$ cat config.mk
export PLATFORM = sky130hd
export DESIGN_NAME = btb_fetch_ctrl
export DESIGN_NICKNAME = d
export VERILOG_FILES = /design/src/rtl/btb_fetch_ctrl.sv
export SDC_FILE = /design/constraint.sdc
export NUM_CORES = 1
export LEC_CHECK = 0
export ABC_CLOCK_PERIOD_IN_PS = 8650
export CAP_MARGIN = 30
export CORE_MARGIN = 3
export CORE_UTILIZATION = 55
export DETAILED_ROUTE_END_ITERATION = 7
export GPL_TIMING_DRIVEN = 0
export PLACE_DENSITY = 0.78
export SLEW_MARGIN = 20
export SYNTH_ARGS = -nofsm -noshare
export SYNTH_HDL_FRONTEND = slang
export SYNTH_SLANG_ARGS = --single-unit
$ cat constraint.sdc
create_clock -name clk -period 8.65 [get_ports clk]
set_input_delay 1.2975 -clock clk [delete_from_list [all_inputs] [get_ports clk]]
set_output_delay 1.2975 -clock clk [all_outputs]
set_load 0.005 [all_outputs]
$ cat src/rtl/btb_fetch_ctrl.sv
// btb_fetch_ctrl: BTB-driven fetch PC generator with an in-flight prediction queue, resolve check and redirect
module btb_fetch_ctrl #(
    parameter logic [31:0] RESET_PC = 32'h0000_0000,
    parameter int          QDEPTH   = 4
) (
    input  logic        clk,
    input  logic        rst_n,
    input  logic        stall,
    input  logic        btb_valid,
    input  logic [31:0] btb_target,
    input  logic        btb_taken,
    input  logic        resolve_valid,
    input  logic        resolve_is_branch,
    input  logic        resolve_taken,
    input  logic [31:0] resolve_target,
    output logic [31:0] PC,
    output logic        fetch_valid,
    output logic        q_full,
    output logic        q_empty,
    output logic        update,
    output logic [31:0] updatePC,
    output logic [31:0] updateTarget,
    output logic        mispredicted
);
    localparam int PW = $clog2(QDEPTH);
    localparam int CW = PW + 1;
    logic [31:0]       q_pc     [QDEPTH];
    logic [31:0]       q_target [QDEPTH];
    logic [QDEPTH-1:0] q_taken;
    logic [PW-1:0]     wr_ptr, rd_ptr;
    logic [CW-1:0]     count;
    logic              pred_taken, resolve_ok, mispredict, pop, upd_trig;
    logic [31:0]       pc_next;
    assign q_empty = count == '0;
    assign q_full  = count == CW'(QDEPTH);
    // Prediction, resolve check and next PC: redirect beats fetch advance, fetch advance beats hold
    always_comb begin
        pred_taken  = btb_valid & btb_taken;
        resolve_ok  = resolve_valid & ~q_empty;
        mispredict  = resolve_ok & ((resolve_taken != q_taken[rd_ptr]) |
                      (resolve_taken & (resolve_target != q_target[rd_ptr])));
        upd_trig    = resolve_ok & (resolve_is_branch | mispredict);
        fetch_valid = ~stall & ~q_full & ~mispredict;
        pop         = resolve_ok & ~mispredict;
        pc_next     = mispredict  ? (resolve_taken ? resolve_target : q_pc[rd_ptr] + 32'd4) :
                      fetch_valid ? (pred_taken ? btb_target : PC + 32'd4) : PC;
    end
    // Control state: PC, queue occupancy and the registered BTB update port
    always_ff @(posedge clk or negedge rst_n) begin
        if (!rst_n) begin
            PC           <= RESET_PC;
            wr_ptr       <= '0;
            rd_ptr       <= '0;
            count        <= '0;
            update       <= 1'b0;
            mispredicted <= 1'b0;
            updatePC     <= '0;
            updateTarget <= '0;
        end else begin
            PC           <= pc_next;
            update       <= upd_trig;
            mispredicted <= mispredict;
            if (upd_trig) begin
                updatePC     <= q_pc[rd_ptr];
                updateTarget <= resolve_target;
            end
            if (mispredict) begin
                wr_ptr <= '0;
                rd_ptr <= '0;
                count  <= '0;
            end else begin
                if (fetch_valid) wr_ptr <= wr_ptr + PW'(1);
                if (pop) rd_ptr <= rd_ptr + PW'(1);
                count <= count + CW'(fetch_valid) - CW'(pop);
            end
        end
    end
    // Entry storage needs no reset; validity is tracked by the pointers and count
    always_ff @(posedge clk) begin
        if (fetch_valid) begin
            q_pc[wr_ptr]     <= PC;
            q_taken[wr_ptr]  <= pred_taken;
            q_target[wr_ptr] <= btb_target;
        end
    end
endmodule
==> metrics.yaml <==
detailed_routing:
  vias: 10100
  drc: 0
  wirelength_mm: 44.1
  drtAntennaViolNets: 0
  wl_per_cell_um: 27.0
  viasPerCell: 6.23
  firstDrtPassIters: 6
  drtIter0Drc: 1253
clock_network:
  post-cts-setup-buffers: 0
  cts_buffers: 37
  cts_root_buf: "clkbuf_16"
  cts_tree: "built"
  cts.repair.resized: 0
  clockBufferDepth: 3
  cts.htree.levels: 2
  clock-sinks: 365
  hold_buffers: 0
  clock_latency_ns: 0.53
  path_clk_slew_ns: 0.06
sta:
  hold_violations: 0
  setup_viol: 0
  clock_skew_ns: 0.0175
  setup_tns_ns: 0
  slew_headroom_pct: 43.5
  final_max_slew_viol_count: 0
  worstMarginPinSlew_ns: 0.848
  finalCritPeriodShare_pct: 68.8
  fmax_mhz: 168
  min_period_ns: 5.95
  rsz0062_at_grt: "no"
synthesis:
  synthFlopType: "edfxtp_1"
  synth_edf_count: 260
  syn_avg_cell_area_um2: 15.8
  synthTopCellsByArea: "edfxtp_1 (49%), dfrtp_1 (17%), mux4_2 (8.1%), mux2_1 (3.5%), mux2i_1 (3.5%)"
  ys_warn_count: 0
  async_reset_ff_share_pct: 28.8
  synth_cell_types: 54
  yosys.area.top_type: "edfxtp_1"
  yosysMostFrequentCell: "edfxtp_1"
  netlist_area_um2: 15900
  synth_top_area_share_pct: 49.2
  syn_inst: 1007
  synth_commonest_cells: "edfxtp_1 (260), dfrtp_1 (105), mux4_2 (57)"
  seq_area_frac_synth_pct: 65.8
  synth_fp_nets: 1088
  ys_ff_latch: 365
global_routing:
  gr-total-overflow: 0
  grt_max_degree: 63
  grt_pass1_vias: 10200
  grt_usage_pct: 28.8
  antenna_found_initial: 0
  grt-busiest-layer: "met2"
  grt_util_met3_pct: 5.79
  grt_pass1_wl_mm: 65.7
  grt_use_met1_pct: 41.6
  met2_usage_pct: 45.0
worst_setup_path:
  path_max_fanout: 6
  crit_required_ns: 7.35
  endpoint_kind: "output pin"
  cp.arrival_ns: 4.65
  critPathLaunchType: "input port"
  critPathKind: "in2out"
final_layout:
  syn_to_final_growth_pct: 22.2
  nets: 1303
  n_fill_cell: 1948
  layout-drive-gt1-share_pct: 14.2
  antenna_cells: 0
place:
  dp_hpwl_mm: 31.0
  io_buffer_count: 171
  place_congestion: 0.913
hold_path:
  hold_class: "reg2reg"
floorplanning:
  fp.coreArea_um2: 28100
  die_h_um: 176
  io_pins: 173
  rows: 61
  die_x_um: 176
  dieArea_um2: 30900
  initial_utilization_pct: 56.5
power:
  finalPower_w: 0.00671
  ir_worst_vdd_mv: 0.239
  p_leak_nw: 6.82
  powerDensity_nw_per_um2: 346
status:
  outcome: "complete, no violations"
job:
  cap_violations: 0
## cell usage in the layout, fill, tap and decap left out, types with 7 or more instances in the layout
master and n:
mux2i_1 55, o21ai_0 27, o22ai_1 20, buf_4 12, xor2_1 14, xnor2_1 44, clkdlybuf4s50_1 170, buf_6 10
mux2_2 27, clkbuf_16 39, and3_1 13, edfxtp_1 260, nor2_1 49, a21oi_1 43, a31oi_1 12, dfrtp_1 105
mux4_2 57, nand2_1 40, mux2_1 49, nor4_1 7, nand4_1 29, clkbuf_1 32, nand3_1 21, inv_1 16
ha_1 8
## report_power, final
part | internal, W | total [W] | switching (W)
combinational | 0.00117 | 0.00230 | 0.00113
sequential | 0.00245 | 0.00281 | 0.000361
clock | 0.000957 | 0.00160 | 0.000647
total | 0.00457 | 0.00671 | 0.00214
## registers in the layout, summed over array words and instances (netlist names)
| name | flops |
|---|---|
| q_taken | 4 |
| updatePC | 32 |
| mispredicted | 1 |
| PC | 32 |
| q_pc | 128 |
| q_target | 128 |
| rd_ptr | 2 |
| update | 1 |
| wr_ptr | 2 |
| count | 3 |
| updateTarget | 32 |
## per-layer routing
| metal | up-vias | wire length, um |
|---|---|---|
| li1 | 4347 | - |
| met1 | 5137 | 18000 |
| met2 | 566 | 20500 |
| met3 | 99 | 4050 |
| met4 | 0 | 1440 |
| met5 | - | 0 |
## kinds of logic (layout without fill, tap and decap cells)
family                     after synthesis  count (layout)  synth area share, %
DFF                                    365             365                 65.8
and+or+nand+nor                        193             193                 6.10
muxes                                  188             188                 17.0
AOI/OAI and AO/OA                      129             129                 4.89
buffers and inverters                   65             309                 2.30
xor gates and xnor gates                58              58                 3.20
adders and majority gates                9               9                0.757
## stage by stage
step / std cells / util [%] / setup slack, ns / instance area (um^2) / hold slack (ns)
finish: 1629 / 69.0 / 2.70 / 19400 / 0.488
global route: 1629 / 69.0 / 2.63 / 19400 / 0.511
CTS: 1629 / 69.0 / 2.77 / 19400 / 0.493
detailed placement: 1561 / 64.7 / 2.76 / 18200 / 0.480
global placement: 1556 / 64.3 / 1.51 / 18000 / 0.473
floorplan: 1007 / - / 3.77 / 15900 / 0.489
## critical path, stage by stage
cell,delay (ns)
clkdlybuf4s50_1,0.69
a22o_1,0.32
or4_1,0.47
a222oi_1,0.39
nand3_1,0.31
a21oi_1,0.56
clkdlybuf4s50_1,0.62
## worst paths after layout
path	start	end	slack, ns	depth (start not counted)
max	resolve_target[17]	fetch_valid	2.70	7
min	updateTarget[22]$_DFFE_PN0P_	updateTarget[22]$_DFFE_PN0P_	0.49	1
max reg2reg	rd_ptr[1]$_DFFE_PN0P_	q_target[3][19]$_DFFE_PP_	4.05	10
min reg2reg	updateTarget[22]$_DFFE_PN0P_	updateTarget[22]$_DFFE_PN0P_	0.49	1
max in group asynchronous	rst_n	PC[29]$_DFFE_PN0P_	7.26	2
min in group asynchronous	rst_n	updatePC[10]$_DFFE_PN0P_	0.71	1
## cell type report
cell class                 count  area, um^2  area share, %
clock buffer                  51        1030           5.32
clock inverter                17         185          0.955
multi-input combinational    577        5070           26.2
tap                          378         473           2.44
buffer                        48         302           1.56
sequential                   365       10400           53.8
inverter                      17        63.8          0.329
timing repair buffer         176        1830           9.43
Power figures use the tool's default switching activity.
